### src/rtl/rom_arb_pkg.sv
// rtl/rom_arb_pkg.sv - shared types and constants for the ROM read arbiter
package rom_arb_pkg;

  typedef enum logic {
    ST_INIT = 1'b0,
    ST_RUN  = 1'b1
  } arb_state_t;

  localparam int ROM_ADDR_W = 4;
  localparam int ROM_DATA_W = 32;
  localparam int STATS_W    = 16;

endpackage

### src/rtl/rom_read_arbiter_if.sv
// rtl/rom_read_arbiter_if.sv - requester-side request/response bundle of the ROM read arbiter
interface rom_read_arbiter_if
  import rom_arb_pkg::*;
#(
  parameter int NUM_REQ = 4,
  parameter int ADDR_W  = ROM_ADDR_W,
  parameter int DATA_W  = ROM_DATA_W
);

  logic [NUM_REQ-1:0]        req_valid;
  logic [NUM_REQ*ADDR_W-1:0] req_addr;
  logic [NUM_REQ-1:0]        req_ready;
  logic [NUM_REQ-1:0]        resp_valid;
  logic [NUM_REQ*DATA_W-1:0] resp_data;

  modport master (
    output req_valid,
    output req_addr,
    input  req_ready,
    input  resp_valid,
    input  resp_data
  );

  modport slave (
    input  req_valid,
    input  req_addr,
    output req_ready,
    output resp_valid,
    output resp_data
  );

endinterface

### src/rtl/rom_read_arbiter_rr_pick.sv
// rtl/rom_read_arbiter_rr_pick.sv - rotate-and-find-first picker used for each ROM port
module rr_pick #(
  parameter int N  = 4,
  parameter int PW = (N > 1) ? $clog2(N) : 1
) (
  input  logic [N-1:0]  valid,
  input  logic [PW-1:0] start,
  input  logic [N-1:0]  mask,
  output logic [PW-1:0] idx,
  output logic          found
);

  always_comb begin
    int j;
    j     = 0;
    idx   = '0;
    found = 1'b0;
    for (int k = 0; k < N; k++) begin
      j = int'(start) + k;
      if (j >= N) j = j - N;
      if (!found && valid[j] && !mask[j]) begin
        found = 1'b1;
        idx   = PW'(j);
      end
    end
  end

endmodule

### src/rtl/rom_read_arbiter.sv
// rtl/rom_read_arbiter.sv - two-port round-robin arbiter in front of the dual-read 16x32 ROM
// Optional per-requester grant counters: define ROM_ARB_STATS_EN.
module rom_read_arbiter
  import rom_arb_pkg::*;
#(
  parameter int NUM_REQ     = 4,
  parameter int ADDR_W      = ROM_ADDR_W,
  parameter int DATA_W      = ROM_DATA_W,
  parameter int INIT_CYCLES = 16
) (
  input  logic              clk,
  input  logic              rst,
  rom_read_arbiter_if.slave bus,
  output logic [ADDR_W-1:0] rom_dir1,
  output logic [ADDR_W-1:0] rom_dir2,
  input  logic [DATA_W-1:0] rom_dato1,
  input  logic [DATA_W-1:0] rom_dato2,
  output logic              init_done
`ifdef ROM_ARB_STATS_EN
  ,
  output logic [NUM_REQ*STATS_W-1:0] grant_cnt
`endif
);

  localparam int PW = (NUM_REQ > 1) ? $clog2(NUM_REQ) : 1;
  localparam int CW = $clog2(INIT_CYCLES + 1);

  arb_state_t state, state_nxt;
  logic [CW-1:0]             init_cnt;
  logic [PW-1:0]             rr_ptr, rr_nxt;
  logic [NUM_REQ-1:0]        gnt1, gnt2, grant;
  logic [NUM_REQ-1:0]        mask2;
  logic [PW-1:0]             idx1, idx2;
  logic                      found1, found2;
  logic [NUM_REQ-1:0]        resp_valid_q;
  logic [NUM_REQ*DATA_W-1:0] resp_data_q;

  function automatic logic [PW-1:0] next_idx(input logic [PW-1:0] i);
    return (int'(i) == NUM_REQ - 1) ? '0 : i + 1'b1;
  endfunction

  rr_pick #(.N(NUM_REQ), .PW(PW)) u_pick1 (
    .valid (bus.req_valid),
    .start (rr_ptr),
    .mask  ('0),
    .idx   (idx1),
    .found (found1)
  );

  // Port 2 continues the same scan with the port-1 winner removed.
  assign mask2 = found1 ? (NUM_REQ'(1) << idx1) : '0;

  rr_pick #(.N(NUM_REQ), .PW(PW)) u_pick2 (
    .valid (bus.req_valid),
    .start (rr_ptr),
    .mask  (mask2),
    .idx   (idx2),
    .found (found2)
  );

  always_comb begin
    state_nxt = state;
    gnt1      = '0;
    gnt2      = '0;
    rom_dir1  = '0;
    rom_dir2  = '0;
    rr_nxt    = rr_ptr;
    case (state)
      ST_INIT: begin
        if (init_cnt == CW'(INIT_CYCLES - 1)) state_nxt = ST_RUN;
      end
      ST_RUN: begin
        if (found1) begin
          gnt1[idx1] = 1'b1;
          rom_dir1   = bus.req_addr[idx1*ADDR_W +: ADDR_W];
          rr_nxt     = next_idx(idx1);
        end
        if (found2) begin
          gnt2[idx2] = 1'b1;
          rom_dir2   = bus.req_addr[idx2*ADDR_W +: ADDR_W];
          rr_nxt     = next_idx(idx2);
        end
      end
      default: state_nxt = ST_INIT;
    endcase
  end

  assign grant         = gnt1 | gnt2;
  assign bus.req_ready = grant;

  always_ff @(posedge clk or posedge rst) begin
    if (rst) begin
      state        <= ST_INIT;
      init_cnt     <= '0;
      rr_ptr       <= '0;
      init_done    <= 1'b0;
      resp_valid_q <= '0;
      resp_data_q  <= '0;
    end else begin
      state     <= state_nxt;
      rr_ptr    <= rr_nxt;
      init_done <= (state_nxt == ST_RUN);
      if (state == ST_INIT) init_cnt <= init_cnt + 1'b1;
      // No response backpressure: every valid bit lasts exactly one cycle.
      resp_valid_q <= grant;
      for (int i = 0; i < NUM_REQ; i++) begin
        if (gnt1[i])      resp_data_q[i*DATA_W +: DATA_W] <= rom_dato1;
        else if (gnt2[i]) resp_data_q[i*DATA_W +: DATA_W] <= rom_dato2;
      end
    end
  end

  assign bus.resp_valid = resp_valid_q;
  assign bus.resp_data  = resp_data_q;

`ifdef ROM_ARB_STATS_EN
  logic [STATS_W-1:0] cnt_q [NUM_REQ];

  always_ff @(posedge clk or posedge rst) begin
    if (rst) begin
      for (int i = 0; i < NUM_REQ; i++) cnt_q[i] <= '0;
    end else begin
      for (int i = 0; i < NUM_REQ; i++) begin
        if (grant[i] && (cnt_q[i] != '1)) cnt_q[i] <= cnt_q[i] + 1'b1;
      end
    end
  end

  always_comb begin
    grant_cnt = '0;
    for (int i = 0; i < NUM_REQ; i++) grant_cnt[i*STATS_W +: STATS_W] = cnt_q[i];
  end
`endif

endmodule

### src/flat_wrapper.sv
// flat-port wrapper written by rule: the top's interface ports become plain ports
module rom_read_arbiter_flat import rom_arb_pkg::*;
#(
  parameter int NUM_REQ     = 4,
  parameter int ADDR_W      = ROM_ADDR_W,
  parameter int DATA_W      = ROM_DATA_W,
  parameter int INIT_CYCLES = 16
)
  (clk, rst, rom_dir1, rom_dir2, rom_dato1, rom_dato2, init_done, bus_req_valid, bus_req_addr, bus_req_ready, bus_resp_valid, bus_resp_data);
  rom_read_arbiter_if #(.NUM_REQ(NUM_REQ), .ADDR_W(ADDR_W), .DATA_W(DATA_W)) bus_i ();
  input  logic clk;
  input  logic rst;
  output logic [ADDR_W-1:0] rom_dir1;
  output logic [ADDR_W-1:0] rom_dir2;
  input  logic [DATA_W-1:0] rom_dato1;
  input  logic [DATA_W-1:0] rom_dato2;
  output logic init_done;
  input wire logic [$bits(bus_i.req_valid)-1:0] bus_req_valid;
  input wire logic [$bits(bus_i.req_addr)-1:0] bus_req_addr;
  output wire logic [$bits(bus_i.req_ready)-1:0] bus_req_ready;
  output wire logic [$bits(bus_i.resp_valid)-1:0] bus_resp_valid;
  output wire logic [$bits(bus_i.resp_data)-1:0] bus_resp_data;
  assign bus_i.req_valid = bus_req_valid;
  assign bus_i.req_addr = bus_req_addr;
  assign bus_req_ready = bus_i.req_ready;
  assign bus_resp_valid = bus_i.resp_valid;
  assign bus_resp_data = bus_i.resp_data;
  rom_read_arbiter #(.NUM_REQ(NUM_REQ), .ADDR_W(ADDR_W), .DATA_W(DATA_W), .INIT_CYCLES(INIT_CYCLES)) u_core (.clk(clk), .rst(rst), .bus(bus_i), .rom_dir1(rom_dir1), .rom_dir2(rom_dir2), .rom_dato1(rom_dato1), .rom_dato2(rom_dato2), .init_done(init_done));
endmodule
### config.mk
export PLATFORM = sky130hd
export DESIGN_NAME = rom_read_arbiter_flat
export DESIGN_NICKNAME = d
export VERILOG_FILES = /design/src/rtl/rom_arb_pkg.sv /design/src/rtl/rom_read_arbiter_if.sv /design/src/rtl/rom_read_arbiter_rr_pick.sv /design/src/rtl/rom_read_arbiter.sv /design/src/flat_wrapper.sv
export SDC_FILE = /design/constraint.sdc
export NUM_CORES = 1
export LEC_CHECK = 0
export CAP_MARGIN = 20
export CORE_MARGIN = 2
export CORE_UTILIZATION = 35
export CTS_BUF_LIST = sky130_fd_sc_hd__clkbuf_16
export CTS_CLUSTER_SIZE = 28
export DETAILED_ROUTE_END_ITERATION = 7
export GPL_ROUTABILITY_DRIVEN = 0
export MAX_ROUTING_LAYER = met4
export PLACE_DENSITY = 0.66
export SLEW_MARGIN = 0
export SYNTH_ARGS = -nofsm -noshare
export SYNTH_HDL_FRONTEND = slang
export SYNTH_SLANG_ARGS = --single-unit
### constraint.sdc
create_clock -name clk -period 4.03 [get_ports clk]
set_input_delay 0.403 -clock clk [delete_from_list [all_inputs] [get_ports clk]]
set_output_delay 0.403 -clock clk [all_outputs]
set_load 0.01 [all_outputs]
==> reports/qor.yml, run 1 <==
crit_arrival_ns: 3.61
path_cells: "mux2i_1, o22ai_1, a31oi_1, inv_1, ha_2, nand2b_4, mux4_2, a31o_1, a41o_1, o2111ai_4, inv_2, ha_2, a32oi_4, inv_2, buf_2"
p_clk_frac: 0.149
maxSlewViolCount: 0
seqPwrFrac: 0.242
fmaxAchievable_ghz: 0.249
finalClockSkew_ns: 0.0108
clkTransAtPathRegs_ns: 0.06
startpoint_type: "register"
synthesis.area_sq_um: 7230
hp-class: "register to register"
clock_latency_ns: 0.42
wirelength_um: 22000
p_comb_frac: 0.609
powerDensity_nw_per_um2: 952
hpwlAfterDp_um: 14600
ys_seq_area_frac: 0.485
finalCritPeriodShare: 0.996
ios: 231
critical-path-max-stage-delay_ns: 0.45
grt_overflow_total: 0
fin_area_sq_um: 10900
synth_warnings: 0
grt_pass1_wl_um: 34800
rsz0062_at_grt: "true"
p_sw_frac: 0.415
cts_buffer_depth: 2
drcViolationCount: 0
internal_power_mw: 6.06
cts_sinks: 140
slew_headroom: 0.443
fin_ws_ns: 0.0179
cts_inserted_buffers: 17
cp_max_fo: 5
end_kind: "output pin"
initial_core_util: 0.357
root_buffer: "clkbuf_16"
hold_viol: 0
drt_iter0_markers: 211
ys_types: 44
dieArea_sq_um: 21800
placed_cell_area_sq_um: 10100
vias: 6166
grt_start_max_net_pins: 141
die_h_um: 148
cpMaxStageDelayCell: "mux4_2"
syn_to_final_growth_pct: 50.6
nNetsFinal: 1062
wire_per_inst_um: 17.6
drive_gt1_frac: 0.153
crit_buf_inv: 4
grt_pass1_vias: 6225
viasPerCell: 4.94
critPathKind: "register to output pin"
ys_async_sr_fraction: 1.00
maxCapViolCount: 0
antenna_found_initial: 0
required_ns: 3.63
h-tree-depth: 4
cp_top_family: "compound AO/OA/AOI/OAI gates"
min_period_ns: 4.01
synth_fp_nets: 802
hold_buffers: 0
portBuffers: 230
die_w_um: 148
ant_nets: 0
firstDrtPassIters: 4
setup_viol: 0
dp_slack_ns: -0.529
status: "complete, no violations"
fill_cells: 1828
cts_tree: "done"
ir_drop_uv: 442
p_leak_nw: 5.18
synth_cells: 706
switchingPower_mw: 4.30
synth-seq-cells: 140
row_count: 52
design.core.area_sq_um: 20200
worst_slew_pin_slew_ns: 0.836
holdWs_ns: 0.475
synth.avg_cell_area_sq_um: 10.2
grt_usage: 0.210
diodes: 0
synth_edf_count: 0
synth_flop_cell: "dfrtp_1"
==> through the flow <==
| stage | setup TNS, ns | power (mW) | utilization | instances |
|---|---|---|---|---|
| CTS | 0 | 10.3 | 0.533 | 1244 |
| finish | 0 | 10.4 | 0.538 | 1249 |
| global placement | -33.59 | 8.54 | 0.500 | 1208 |
| global route | -0.560 | 11.1 | 0.538 | 1249 |
| detailed placement | -43.16 | 8.64 | 0.500 | 1208 |
| floorplan | 0 | 5.91 | - | 706 |
==> metal layers <==
metal / part of all wire / global-route usage / vias up / wire [um]
li1: - / - / 3004 / -
met3: 0.064 / 0.0503 / 24 / 1400
met4: 0.016 / 0.0577 / 0 / 359
met1: 0.45 / 0.279 / 2960 / 10000
met5: 0 / - / - / 0
met2: 0.47 / 0.324 / 178 / 10300
==> cells by family (layout without fill, tap and decap cells) <==
logic type | count (synthesis) | count (layout) | share of synthesized area
adder cells (fa/ha/maj) | 10 | 10 | 0.0173
AO/OA/AOI/OAI | 174 | 174 | 0.138
AND/OR/NAND/NOR | 169 | 169 | 0.0995
multiplexers | 148 | 148 | 0.209
XOR/XNOR | 3 | 3 | 0.00364
flip-flops | 140 | 140 | 0.485
buffers and inverters | 62 | 335 | 0.0478
==> worst register-to-register path, stage by stage (launching register included) <==
cell      delay, ns
dfrtp_2        0.46
nor2b_2        0.15
nor2_1         0.05
o22ai_1        0.12
a31oi_1        0.09
buf_4          0.17
ha_2           0.21
nand2b_1       0.17
buf_4          0.17
a32oi_2        0.25
a31oi_4        0.06
a311oi_4       0.33
buf_4          0.19
inv_2          0.06
ha_4           0.16
a32oi_4        0.24
buf_4          0.60
o21ai_1        0.20
==> flip-flops by register name (all words and copies together) (netlist names) <==
| signal | flops |
|---|---|
| u_core.init_done | 1 |
| u_core.bus.resp_data | 128 |
| u_core.bus.resp_valid | 4 |
| u_core.init_cnt | 5 |
| u_core.rr_ptr | 2 |
==> power groups by stage <==
stage | registers, mW | clock network, mW | logic [mW]
finish | 2.51 | 1.54 | 6.31
detailed placement | 2.52 | 0 | 6.12
CTS | 2.52 | 1.58 | 6.22
global placement | 2.51 | 0 | 6.03
global route | 2.60 | 1.64 | 6.89
floorplan | 2.80 | 0 | 3.12
==> cells in the mapped netlist (6+ instances only) <==
library cell / n / area, sq um
mux2i_1: 140 / 1400
nand2b_1: 6 / 37.5
nand2_1: 135 / 507
o21ai_0: 6 / 30.0
ha_1: 10 / 125
inv_1: 13 / 48.8
buf_2: 24 / 120
and2_1: 7 / 43.8
a21oi_1: 9 / 45.0
a211oi_1: 8 / 60.1
buf_4: 18 / 135
o21ai_1: 132 / 661
dfrtp_1: 140 / 3500
==> path summary, 6_finish.rpt <==
kind	startpoint	to	slack, ns	cells after the start
max in group asynchronous	rst	u_core.rr_ptr[1]$_DFFE_PP0P_	2.79	3
hold / removal	u_core.init_cnt[3]$_DFFE_PP0N_	u_core.init_cnt[3]$_DFFE_PP0N_	0.48	1
setup / recovery	u_core.rr_ptr[1]$_DFFE_PP0P_	bus_req_ready[1]	0.02	15
hold reg to reg	u_core.init_cnt[3]$_DFFE_PP0N_	u_core.init_cnt[3]$_DFFE_PP0N_	0.48	1
setup reg to reg	u_core.rr_ptr[1]$_DFFE_PP0P_	u_core.bus.resp_data[83]$_DFFE_PP0P_	0.22	17
min in group asynchronous	rst	u_core.bus.resp_data[34]$_DFFE_PP0P_	0.51	3
==> layout by cell type, fill, tap and decap left out, drive strengths merged, types with 2 or more instances in the layout <==
cell	synthesis	routed
mux4	2	2
nand2b	6	6
nand3	2	2
mux2i	140	140
mux2	6	6
nor2b	5	5
a311oi	2	2
clkbuf	5	19
nand2	139	139
ha	10	10
and2	7	7
o21ai	138	138
a31oi	2	2
a21oi	9	9
xnor2	3	3
bufinv	0	2
a211oi	9	9
clkinvlp	0	5
clkdlybuf4s50	0	220
and3	2	2
buf	44	66
o211ai	2	2
nor2	2	2
clkinv	0	6
dfrtp	140	140
inv	13	15
dlygate4sd2	0	2
a32oi	5	5
==> repair_timing <==
item | CTS | global route
buffers inserted | 3 | 6
pin swaps | 7 | 12
resized for setup | 42 | 31
endpoints found under the setup margin | 9 | 106
gates cloned | 1 | 0
==> cell type report <==
cell class                 instances  area [sq um]  area share
clock buffer                      17           425      0.0391
sequential                       140          3500       0.322
multi-input combinational        504          3610       0.331
timing repair buffer             290          2810       0.258
inverter                          13          52.6     0.00483
clock inverter                    15           149      0.0137
tap                              270           338      0.0310
No activity file was read; power rests on OpenSTA's default activity.
==> run 2, diff against run 1 <==
Settings changed: DONT_BUFFER_PORTS set to 1, PLACE_DENSITY 0.66 to 0.51.
==> reports/qor.yml, run 2 (synthesized netlist as in run 1, its figures left out) <==
status: "complete, no violations"
min_period_ns: 3.93
p_comb_frac: 0.479
clkTransAtPathRegs_ns: 0.07
powerDensity_nw_per_um2: 1040
required_ns: 3.63
hp-class: "input port to register"
wirelength_um: 20500
setup_viol: 0
row_count: 52
p_clk_frac: 0.174
cts_buffer_depth: 2
die_h_um: 148
placed_cells: 952
diodes: 0
cts_sinks: 140
viasPerCell: 5.32
seqPwrFrac: 0.346
critPathMostFrequentCell: "inv_2"
cp_max_fo: 7
maxCapViolCount: 0
switchingPower_mw: 4.00
nNetsFinal: 812
drcViolationCount: 0
root_buffer: "clkbuf_16"
portBuffers: 0
clock_latency_ns: 0.43
hpwlAfterDp_um: 14600
firstDrtPassIters: 4
die_w_um: 148
finalClockSkew_ns: 0.0113
postLayoutCoreUtil: 0.414
grt_pass1_wl_um: 32200
finalCritPeriodShare: 0.974
grt_pass1_vias: 5519
ff2ff_setup_slack_ns: 0.29
final_cell_mix: "140 x mux2i_1, 139 x dfrtp_1, 135 x nand2_1"
cts_tree: "done"
internal_power_mw: 4.68
startpoint_type: "register"
vias: 5316
grt_usage: 0.198
rsz0062_at_grt: "true"
hold_viol: 0
critPathKind: "register to output pin"
fill_cells: 1940
stdcell_count: 999
ir_drop_uv: 530
slew_headroom: 0.526
h-tree-depth: 4
p_leak_nw: 4.17
maxSlewViolCount: 0
cts_inserted_buffers: 17
fmaxAchievable_ghz: 0.255
wire_per_inst_um: 20.5
initial_core_util: 0.357
ant_nets: 0
ios: 231
dieArea_sq_um: 21800
path_cells: "nor2b_2, nor2_1, o22ai_1, a31oi_1, buf_4, ha_1, nand2b_4, mux4_2, a31o_1, a41o_1, o2111ai_4, inv_2, ha_4, a32oi_4, inv_2"
largest_reg_flops: 128
grt_overflow_total: 0
end_kind: "output pin"
worst_slew_pin_slew_ns: 0.711
cpMaxStageDelayCell: "mux4_2"
met3_length_um: 1910
syn_to_final_growth_pct: 15.9
drive_gt1_frac: 0.154
p_sw_frac: 0.461
crit_arrival_ns: 3.52
wl_met1_um: 8690
antenna_found_initial: 0
design.core.area_sq_um: 20200
met2_length_um: 9450
drt_iter0_markers: 287
grt_start_max_net_pins: 119
final_common_cell: "mux2i_1"
routed.top_layer: "met4"
critical-path-max-stage-delay_ns: 0.47
run 2: changes by cell type in the layout (fill, tap and decap cells not counted), moves of 3 or more:
| cell | delta |
|---|---|
| buf_2 | -5 |
| buf_4 | -14 |
| buf_6 | -7 |
| clkdlybuf4s50_1 | -220 |
| clkinv_2 | -4 |
| ha_1 | +3 |
| ha_2 | -4 |
| inv_6 | +4 |
run 2: routing by layer:
layer | track usage | vias to the layer above
li1 | - | 2497
met1 | 0.246 | 2569
met2 | 0.301 | 223
met3 | 0.0682 | 27
met4 | 0.0688 | 0
met5 | - | -
run 2: power by group through the flow:
stage                     clock network [mW]  logic (mW)  registers [mW]
after floorplan                            0        3.12            2.80
after global placement                     0        3.88            3.03
after detailed placement                   0        4.02            3.03
after CTS                               1.55        4.14            3.02
after global routing                    1.62        4.66            3.09
final                                   1.51        4.16            3.01
run 2: timing repair:
| item | 4_1_cts | 5_1_grt |
|---|---|---|
| endpoints found under the hold margin | 22 | 0 |
| hold buffers | 1 | 0 |
| resized for setup | 13 | 7 |
| buffers inserted | 5 | 9 |
| pin swaps | 5 | 7 |
| setup endpoints to repair | 7 | 29 |
| cloned | 0 | 0 |
run 2: per-stage QoR:
stage	hold WS [ns]	setup TNS [ns]	power, mW	worst slack (ns)	instance area [sq um]
after floorplan	0.438	0	5.91	0.00364	7260
after global placement	0.354	0	6.90	0.179	7620
after detailed placement	0.374	0	7.05	0.0987	7620
after CTS	0.140	0	8.72	0.000728	8280
after global routing	0.154	-0.266	9.38	-0.0505	8370
final	0.159	0	8.68	0.103	8370
run 2: area by class of cell:
cell class,instances,area [sq um],share of cell area
clock buffer,17,425,0.0508
clock inverter,15,138,0.0164
inverter,13,55.1,0.00657
multi-input combinational,504,3550,0.424
sequential,140,3500,0.418
tap,270,338,0.0403
timing repair buffer,40,365,0.0436
run 2: critical path: cells and delay by family, from the launching register on:
| family | cells | cell delay (ns) |
|---|---|---|
| and+or+nand+nor | 3 | 0.38 |
| muxes | 1 | 0.47 |
| buffers and inverters | 3 | 0.37 |
| DFF | 1 | 0.45 |
| AOI/OAI and AO/OA | 6 | 1.04 |
| adders and majority gates | 2 | 0.39 |
run 2: path summary, 6_finish.rpt:
| kind | start | endpoint | cells past startpoint |
|---|---|---|---|
| worst min register to register | u_core.init_cnt[3]$_DFFE_PP0N_ | u_core.init_cnt[3]$_DFFE_PP0N_ | 1 |
| min in group asynchronous | rst | u_core.bus.resp_data[2]$_DFFE_PP0P_ | 2 |
| max in group asynchronous | rst | u_core.bus.resp_data[5]$_DFFE_PP0P_ | 3 |
| worst max-delay path | u_core.rr_ptr[1]$_DFFE_PP0P_ | bus_req_ready[1] | 15 |
| worst min-delay path | rom_dato1[20] | u_core.bus.resp_data[116]$_DFFE_PP0P_ | 2 |
| worst max register to register | u_core.rr_ptr[1]$_DFFE_PP0P_ | u_core.bus.resp_data[74]$_DFFE_PP0P_ | 17 |
==> run 3, diff against run 2 <==
Settings changed: REMOVE_ABC_BUFFERS set to 1.
==> reports/qor.yml, run 3 (synthesized netlist as in run 1, its figures left out) <==
fmaxAchievable_ghz: 0.254
grt_pass1_vias: 5576
drt_iter0_markers: 224
cp_top_family: "compound AO/OA/AOI/OAI gates"
grt_overflow_total: 0
path_cells: "mux2i_1, o22ai_1, a31oi_1, inv_2, ha_4, nand2b_4, mux4_2, a31o_1, a41o_1, o2111ai_4, inv_2, ha_4, a32oi_4, inv_2"
finalCritPeriodShare: 0.975
ff_latch_area_sq_um: 3500
initial_core_util: 0.357
drcViolationCount: 0
critPathMostFrequentCell: "inv_2"
crit_buf_inv: 3
portBuffers: 0
wire_per_inst_um: 20.7
hp-class: "input port to register"
cts_inserted_buffers: 17
critPathKind: "register to output pin"
cts_buffer_depth: 2
fin_area_sq_um: 8440
die_w_um: 148
nNetsFinal: 806
h-tree-depth: 4
ff2ff_setup_slack_ns: 0.32
antenna_found_initial: 0
power_mw: 8.84
largest_reg_flops: 128
min_period_ns: 3.93
startpoint_type: "register"
status: "complete, no violations"
clock_latency_ns: 0.43
maxSlewViolCount: 0
critical-path-max-stage-delay_ns: 0.49
design.core.area_sq_um: 20200
end_kind: "output pin"
cts_tree: "done"
grt_start_max_net_pins: 108
final_common_cell: "mux2i_1"
firstDrtPassIters: 4
row_count: 52
maxCapViolCount: 0
worst_slew_pin_slew_ns: 0.699
cp_max_fo: 6
cts_sinks: 140
setup_viol: 0
finalClockSkew_ns: 0.0182
diodes: 0
vias: 5256
syn_to_final_growth_pct: 16.7
final_cell_mix: "140 x mux2i_1, 139 x dfrtp_1, 135 x nand2_1"
hpwlAfterDp_um: 14100
powerDensity_nw_per_um2: 1050
tns_ns: 0
crit_arrival_ns: 3.53
ir_drop_uv: 447
grt_usage: 0.198
fill_cells: 1971
placed_cell_area_sq_um: 7650
ios: 231
p_leak_nw: 4.19
grt_pass1_wl_um: 32300
drive_gt1_frac: 0.151
viasPerCell: 5.29
cpMaxStageDelayCell: "mux4_2"
required_ns: 3.63
wirelength_um: 20600
hold_viol: 0
clkTransAtPathRegs_ns: 0.08
root_buffer: "clkbuf_16"
multi_input_area_sq_um: 3560
die_h_um: 148
slew_headroom: 0.532
dieArea_sq_um: 21800
ant_nets: 0
## run 3: final cells by class
cell class / instances / share of cell area
multi-input cells: 504 / 0.422
flip-flops and latches: 140 / 0.415
clock buffers: 17 / 0.0504
repair buffers: 34 / 0.0457
well taps: 270 / 0.0400
clock inverters: 15 / 0.0203
inverters: 13 / 0.00638
## run 3: through the flow
| stage | hold slack, ns | setup WS [ns] | std cells | util |
|---|---|---|---|---|
| final | 0.157 | 0.101 | 993 | 0.417 |
| after global routing | 0.138 | -0.0787 | 993 | 0.417 |
| after floorplan | 0.438 | -3.25 | 657 | - |
| after CTS | 0.111 | -0.00566 | 989 | 0.410 |
| after detailed placement | 0.480 | 0.177 | 953 | 0.378 |
| after global placement | 0.453 | 0.230 | 953 | 0.378 |
## run 3: final timing paths
check                                                     from                                    end  cells after the start
worst max-delay path              u_core.rr_ptr[1]$_DFFE_PP0P_                       bus_req_ready[1]                     14
worst min-delay path                             rom_dato1[27]   u_core.bus.resp_data[91]$_DFFE_PP0P_                      2
worst max register to register    u_core.rr_ptr[1]$_DFFE_PP0P_  u_core.bus.resp_data[107]$_DFFE_PP0P_                     17
worst min register to register  u_core.init_cnt[4]$_DFFE_PP0N_         u_core.init_cnt[4]$_DFFE_PP0N_                      2
max in group asynchronous                                  rst   u_core.bus.resp_data[40]$_DFFE_PP0P_                      4
min in group asynchronous                                  rst   u_core.bus.resp_data[21]$_DFFE_PP0P_                      2
## run 3: timing repair
item,4_1_cts,5_1_grt
hold buffers,0,1
setup endpoints to repair,4,9
setup buffers,4,2
gates resized for setup,9,18
pin swaps,4,3
cloned,0,0
hold endpoints to repair,0,39
## run 3: routing by layer
metal  share of wire  up-vias  global-route usage
met4           0.016        0              0.0558
li1                -     2483                   -
met3           0.089       32              0.0840
met2            0.49      186               0.317
met1            0.41     2555               0.229
met5               0        -                   -
## run 3: worst register-to-register path, stage by stage, from the launching register on
cell	delay, ns
dfrtp_2	0.41
mux2i_1	0.21
o22ai_1	0.09
a31oi_1	0.24
inv_2	0.11
ha_4	0.19
nand2b_4	0.16
mux4_2	0.49
a31o_1	0.24
a41o_1	0.24
o2111ai_4	0.10
inv_2	0.10
ha_1	0.24
a32oi_4	0.20
buf_4	0.16
buf_12	0.27
nand2_1	0.13
o21ai_1	0.08
## run 3: power by group
group	switching [mW]	internal (mW)	total (mW)	leakage, nW
logic	2.55	1.73	4.28	2.19
clock network	0.728	0.833	1.56	0.284
registers	0.852	2.14	2.99	1.72
total	4.13	4.71	8.84	4.19
